`src/rtl/jtopl_eg_pkg.sv`:
```
// Shared definitions for the OPL envelope control stage: ADSR encoding,
// rate width and the four step patterns selected by rate[1:0].
package jtopl_eg_pkg;

  localparam int RATE_W = 6;

  typedef enum logic [1:0] {
    EG_ATTACK  = 2'd0,
    EG_DECAY   = 2'd1,
    EG_SUSTAIN = 2'd2,
    EG_RELEASE = 2'd3
  } eg_state_t;

  // Bit n of each pattern is the step for counter phase n.
  localparam logic [7:0] STEP_P0 = 8'b0101_0101;
  localparam logic [7:0] STEP_P1 = 8'b0101_0111;
  localparam logic [7:0] STEP_P2 = 8'b0111_0111;
  localparam logic [7:0] STEP_P3 = 8'b0111_1111;

  function automatic logic step_bit(input logic [1:0] sel, input logic [2:0] idx);
    logic [7:0] pat;
    case (sel)
      2'd0:    pat = STEP_P0;
      2'd1:    pat = STEP_P1;
      2'd2:    pat = STEP_P2;
      default: pat = STEP_P3;
    endcase
    return pat[idx];
  endfunction

endpackage

```
`src/rtl/jtopl_eg_ring.sv`:
```
// SLOTS-deep shift ring advancing one entry per cen; the head is the entry
// written SLOTS cen cycles earlier. Synchronous active-low clear to RST_VAL.
module jtopl_eg_ring #(
  parameter int          W       = 1,
  parameter int          SLOTS   = 18,
  parameter logic [W-1:0] RST_VAL = '0
) (
  input  logic         i_clk,
  input  logic         i_rst_n,
  input  logic         i_cen,
  input  logic [W-1:0] i_din,
  output logic [W-1:0] o_head
);

  logic [W-1:0] r_mem [SLOTS];

  always_ff @(posedge i_clk) begin
    if (!i_rst_n) begin
      for (int i = 0; i < SLOTS; i++) r_mem[i] <= RST_VAL;
    end else if (i_cen) begin
      r_mem[0] <= i_din;
      for (int i = 1; i < SLOTS; i++) r_mem[i] <= r_mem[i-1];
    end
  end

  assign o_head = r_mem[SLOTS-1];

endmodule

```
`src/rtl/jtopl_eg_ctrl.sv`:
```
// Per-slot envelope control: ADSR tracking, effective rate, global counter
// and step lookup. Define JTOPL_EG_FASTATT_EN to skip attack when arate==15.
//
// state   | meaning
// ATTACK  | attenuation falling towards 0 after key-on
// DECAY   | rising towards the sustain level
// SUSTAIN | held at sustain level (sustained envelopes only)
// RELEASE | key released, rising to silence
module jtopl_eg_ctrl
  import jtopl_eg_pkg::*;
#(
  parameter int SLOTS = 18
) (
  input  logic       i_clk,
  input  logic       i_rst_n,
  input  logic       i_cen,
  input  logic       i_zero,
  input  logic       i_keyon,
  input  logic       i_egtype,
  input  logic       i_ksr,
  input  logic [3:0] i_keycode,
  input  logic [3:0] i_arate,
  input  logic [3:0] i_drate,
  input  logic [3:0] i_rrate,
  input  logic [3:0] i_sl,
  input  logic [9:0] i_eg_in,
  output logic       o_attack,
  output logic       o_step,
  output logic [4:0] o_rate,
  output logic       o_sum_up,
  output logic [1:0] o_state
);

  logic [1:0]        w_state_head;
  logic              w_kon_prev;
  eg_state_t         w_cur;
  eg_state_t         w_next;
  logic [1:0]        w_next_bits;
  logic [4:0]        w_sl_ext;
  logic [3:0]        w_base;
  logic [3:0]        w_rof;
  logic [6:0]        w_rsum;
  logic [RATE_W-1:0] w_rate;
  logic [3:0]        w_q;
  logic [3:0]        w_m;
  logic [14:0]       w_mask;
  logic [14:0]       w_cnt_shift;
  logic [2:0]        w_idx;
  logic              w_sum_up;
  logic              w_step;

  logic [14:0]       r_cnt;
  logic              r_attack;
  logic              r_step;
  logic [4:0]        r_rate;
  logic              r_sum_up;
  logic [1:0]        r_state;

  jtopl_eg_ring #(.W(2), .SLOTS(SLOTS), .RST_VAL(2'd3)) u_state_ring (
    .i_clk   (i_clk),
    .i_rst_n (i_rst_n),
    .i_cen   (i_cen),
    .i_din   (w_next_bits),
    .o_head  (w_state_head)
  );

  jtopl_eg_ring #(.W(1), .SLOTS(SLOTS), .RST_VAL(1'b0)) u_kon_ring (
    .i_clk   (i_clk),
    .i_rst_n (i_rst_n),
    .i_cen   (i_cen),
    .i_din   (i_keyon),
    .o_head  (w_kon_prev)
  );

  // sl==15 maps to the very bottom of the range rather than 15/32 of it
  assign w_sl_ext    = (i_sl == 4'hF) ? 5'd31 : {1'b0, i_sl};
  assign w_next_bits = w_next;

  always_comb begin
    w_cur  = eg_state_t'(w_state_head);
    w_next = w_cur;
    if (i_keyon && !w_kon_prev) begin
`ifdef JTOPL_EG_FASTATT_EN
      w_next = (i_arate == 4'hF) ? EG_DECAY : EG_ATTACK;
`else
      w_next = EG_ATTACK;
`endif
    end else if (!i_keyon) begin
      w_next = EG_RELEASE;
    end else begin
      case (w_cur)
        EG_ATTACK:  if (i_eg_in == 10'd0) w_next = EG_DECAY;
        EG_DECAY:   if (i_eg_in[9:5] >= w_sl_ext) w_next = i_egtype ? EG_SUSTAIN : EG_RELEASE;
        EG_SUSTAIN: if (!i_egtype) w_next = EG_RELEASE;
        default:    w_next = w_cur;
      endcase
    end
  end

  always_comb begin
    case (w_next)
      EG_ATTACK:  w_base = i_arate;
      EG_DECAY:   w_base = i_drate;
      EG_SUSTAIN: w_base = 4'd0;
      default:    w_base = i_rrate;
    endcase
    w_rof  = i_ksr ? i_keycode : {2'b00, i_keycode[3:2]};
    w_rsum = {1'b0, w_base, 2'b00} + {3'b000, w_rof};
    if (w_base == 4'd0)
      w_rate = '0;
    else if (w_rsum > 7'd63)
      w_rate = 6'd63;
    else
      w_rate = w_rsum[5:0];
  end

  // Slow rates advance only when the low m counter bits are all zero
  always_comb begin
    w_q         = w_rate[5:2];
    w_m         = 4'd11 - w_q;
    w_mask      = ~(15'h7FFF << w_m);
    w_cnt_shift = r_cnt >> w_m;
    if (w_q >= 4'd12) begin
      w_sum_up = 1'b1;
      w_idx    = r_cnt[2:0];
    end else begin
      w_sum_up = (w_rate != '0) && ((r_cnt & w_mask) == 15'd0);
      w_idx    = w_cnt_shift[2:0];
    end
    w_step = (w_rate == '0) ? 1'b0 : step_bit(w_rate[1:0], w_idx);
  end

  always_ff @(posedge i_clk) begin
    if (!i_rst_n) begin
      r_cnt    <= '0;
      r_attack <= 1'b0;
      r_step   <= 1'b0;
      r_rate   <= '0;
      r_sum_up <= 1'b0;
      r_state  <= 2'd3;
    end else if (i_cen) begin
      if (i_zero) r_cnt <= r_cnt + 15'd1;
      r_attack <= (w_next == EG_ATTACK);
      r_step   <= w_step;
      r_rate   <= w_rate[5:1];
      r_sum_up <= w_sum_up;
      r_state  <= w_next_bits;
    end
  end

  assign o_attack = r_attack;
  assign o_step   = r_step;
  assign o_rate   = r_rate;
  assign o_sum_up = r_sum_up;
  assign o_state  = r_state;

endmodule

```
`config.mk`:
```
export PLATFORM = sky130hd
export DESIGN_NAME = jtopl_eg_ctrl
export DESIGN_NICKNAME = d
export VERILOG_FILES = /design/src/rtl/jtopl_eg_pkg.sv /design/src/rtl/jtopl_eg_ring.sv /design/src/rtl/jtopl_eg_ctrl.sv
export SDC_FILE = /design/constraint.sdc
export NUM_CORES = 1
export LEC_CHECK = 0
export ABC_CLOCK_PERIOD_IN_PS = 11200
export CAP_MARGIN = 20
export CORE_ASPECT_RATIO = 0.8
export CORE_MARGIN = 4
export CORE_UTILIZATION = 51
export CTS_CLUSTER_SIZE = 40
export DETAILED_ROUTE_END_ITERATION = 8
export PLACE_DENSITY = 0.76
export SLEW_MARGIN = 20
export SYNTH_ARGS = -nofsm -noshare
export SYNTH_HDL_FRONTEND = slang
export SYNTH_SLANG_ARGS = --single-unit
```
`constraint.sdc`:
```
create_clock -name i_clk -period 11.2 [get_ports i_clk]
set_clock_uncertainty 0.1 [all_clocks]
set_input_delay 3.36 -clock i_clk [delete_from_list [all_inputs] [get_ports i_clk]]
set_output_delay 3.36 -clock i_clk [all_outputs]
set_load 0.05 [all_outputs]
```
==> flow_summary.ini <==
[setup_path]
cp.required_ps = 11330
cp_num_buf_inv = 2
cpPeakStageDelay_ps = 550
critPathKind = input port to register
reg2reg_to = o_step$_SDFFE_PN0P_
reg2reg_from = u_state_ring.r_mem[0][35]$_SDFFCE_PN1P_
cp-endpoint = o_step$_SDFFE_PN0P_
rr_worst_depth = 16
crit_chain = clkdlybuf4s50_1, inv_1, ha_1, nand2b_1, a31oi_2, o21a_1, o21ai_2, o21ai_0, ha_1, fa_1, and2_1, a2bb2oi_2, nor2b_1, o21ai_0, a211oi_1, a2111oi_0, a311o_1, maj3_2, o21ai_1
cp.depth = 19
end_kind = register
regToRegSetupSlack_ps = 6620
start_kind = input port
slowest_stage = a2111oi_0
startpoint = i_eg_in[5]
path_delay_family = compound AO/OA/AOI/OAI gates
crit_arrival_ps = 8080
cp_max_fo = 8

[final_layout]
multiInputGateArea_um2 = 2010
final_nets = 492
final.fill_count = 675
final_cell_mix = edfxtp_1, clkdlybuf4s50_1, nand2b_1
final_common_cell = edfxtp_1
seq_area_um2 = 2120
diodes = 0
final_area_um2 = 4990
area.growth.synth_to_final_pct = 16.8
drive_gt1_share_pct = 8.95

[sta]
slew_violations = 0
min_period_ps = 7950
period_share_pct = 71.0
fmax_mhz = 126
setup_tns_ps = 0
hold_violations = 0
rsz0062_at_grt = no
worst_pin_slew_ps = 907
setup_viol = 0
slew_headroom_pct = 39.5

[yosys]
yosys.area.top_type = edfxtp_1
synthesis.nets = 452
synthCells = 402
async_flop_share_pct = 0
yosys_warnings = 0
synth_top_area_share_pct = 38.0
synth.yosys.seq_area_share_pct = 49.7
syn_area_um2 = 4270
ys_types = 62
synthTopCellsByArea = edfxtp_1, dfxtp_1, nand2b_1
synth_edf_count = 54
yosys_most_used_dff = edfxtp_1
syn-mean-instance-area_um2 = 10.6
synth_seq_cells = 79

[global_route]
grt_pass1_vias = 2956
grt_max_degree = 57
grt_util_all_layers_pct = 19.2
grt_overflow = 0
grt_pass1_wl_um = 15000
antenna_found_initial = 0

[clock_tree]
cts_root_buf = clkbuf_8
clock_latency_ps = 340
max-clock-path-buffers = 2
clk_pin_slew_ps = 70
cts_setup_buffers = 0
cts_tree = built
ctsHoldBuffers = 0
post_cts_resized = 0
cts_buffers = 9
clock_sinks = 79
h-tree-depth = 3

[routing]
drc = 0
first_iter_violations = 292
drtAntennaViolNets = 0
viasPerCell = 5.69
firstDrtPassIters = 4
wirelength_um = 9360
route.vias.total = 3156
avgRoutedWirePerCell_um = 16.9

[die]
fp.dieArea_um2 = 9920
die_w_um = 110
die_height_um = 89.9
core_um2 = 8060
std_cell_rows = 29
start_util_pct = 53.0
ios = 47

[pwr]
power.density_nw_per_um2 = 130
totalPowerFinal_mw = 0.650
peakVddDrop_mv = 0.0840
cellLeakagePower_nw = 1.77

[worst_hold_path]
hold_class = register to register

[status]
status = complete, no violations

[placed_design]
dpl.hpwl_um = 6520
globalplace.congestion = 0.914
placed_area_um2 = 4800
numPortBuffers = 46

[run]
maxCapViolations = 0
## kinds of logic after synthesis
family | after synthesis | share of synthesized area (%)
buffers and inverters | 34 | 3.34
adders and majority gates | 14 | 4.25
DFF | 79 | 49.7
AOI/OAI and AO/OA | 87 | 15.7
muxes | 19 | 4.60
and+or+nand+nor | 160 | 20.6
xor gates and xnor gates | 9 | 1.84
## where the power goes
| part | internal [mW] | switching [mW] | total, mW | leakage [nW] |
|---|---|---|---|---|
| Combinational | 0.0499 | 0.0753 | 0.125 | 0.996 |
| Clock | 0.100 | 0.101 | 0.201 | 0.101 |
| Sequential | 0.319 | 0.00401 | 0.323 | 0.670 |
## per-layer routing
layer  share of wire, %  vias up  track usage [%]  wire length, um
li1                   -     1545                -                -
met1                 51     1497             30.6             4740
met2                 39      110             25.5             3650
met3                 10        4             5.73              935
met4               0.47        0             4.21               44
met5                  0        -                0                0
## how the worst min path moves through the flow
stage	endpoint	startpoint	slack [ps]	cells after the start
2_1_floorplan	u_state_ring.r_mem[0][10]$_SDFFCE_PN1P_	u_state_ring.r_mem[0][8]$_SDFFCE_PN1P_	380	1
3_3_place_gp	o_rate[0]$_SDFFE_PN0P_	o_rate[0]$_SDFFE_PN0P_	340	2
3_5_place_dp	o_rate[4]$_SDFFE_PN0P_	o_rate[4]$_SDFFE_PN0P_	360	2
4_1_cts	o_rate[4]$_SDFFE_PN0P_	o_rate[4]$_SDFFE_PN0P_	370	2
5_1_grt	o_state[0]$_SDFFE_PN1P_	o_state[0]$_SDFFE_PN1P_	380	1
6_report	o_rate[4]$_SDFFE_PN0P_	o_rate[4]$_SDFFE_PN0P_	370	2
## cells in the mapped netlist, types with 2 or more instances
cell type,count
edfxtp_1,54
nand2b_1,38
nand2_1,32
dfxtp_1,25
and3_1,23
o21ai_0,19
and2_1,15
clkbuf_1,15
mux2i_1,14
inv_1,13
ha_1,12
nor2_1,12
a21oi_1,10
nand3_1,10
xnor2_1,9
nor2b_1,7
a21boi_0,6
nor3_1,6
o21a_1,6
or3_1,6
a31oi_1,5
mux2_2,5
a211oi_1,3
a21o_1,3
a22oi_1,3
a2bb2oi_1,3
buf_2,3
nand4_1,3
nor4_1,3
o21ai_1,3
a2111oi_0,2
a311o_1,2
a32oi_1,2
o211ai_1,2
## final cells by class
cell class	count	share of cell area, %
clock buffers	13	3.38
clock inverters	3	0.426
inverters	14	1.08
multi-input cells	289	40.2
flip-flops and latches	79	42.5
well taps	108	2.71
repair buffers	49	9.67
## state kept, by name, indices dropped and copies added (netlist names)
register,count
u_state_ring.r_mem,36
o_state,2
o_rate,5
o_sum_up,1
o_attack,1
r_cnt,15
u_kon_ring.r_mem,18
o_step,1
## per-stage QoR
stage / instances / util, % / hold WS (ps) / setup slack (ps)
final: 555 / 62.0 / 366 / 3250
after global routing: 555 / 62.0 / 385 / 3050
after CTS: 555 / 62.0 / 373 / 3350
after detailed placement: 539 / 59.6 / 355 / 3010
after global placement: 539 / 59.6 / 340 / 3050
after floorplan: 402 / - / 377 / 3990
## worst register-to-register path, stage by stage, from the launching register on
cell       delay (ps)
edfxtp_1          440
nor2b_1           200
nand3_1           100
o21a_1            230
o21ai_2           390
o21ai_0           200
ha_1              240
fa_1              460
and2_1            200
a2bb2oi_2         230
nor2b_1            90
o21ai_0           510
a211oi_1          110
a2111oi_0         550
a311o_1           210
maj3_2            170
o21ai_1            50
No activity file was read; power rests on OpenSTA's default activity.
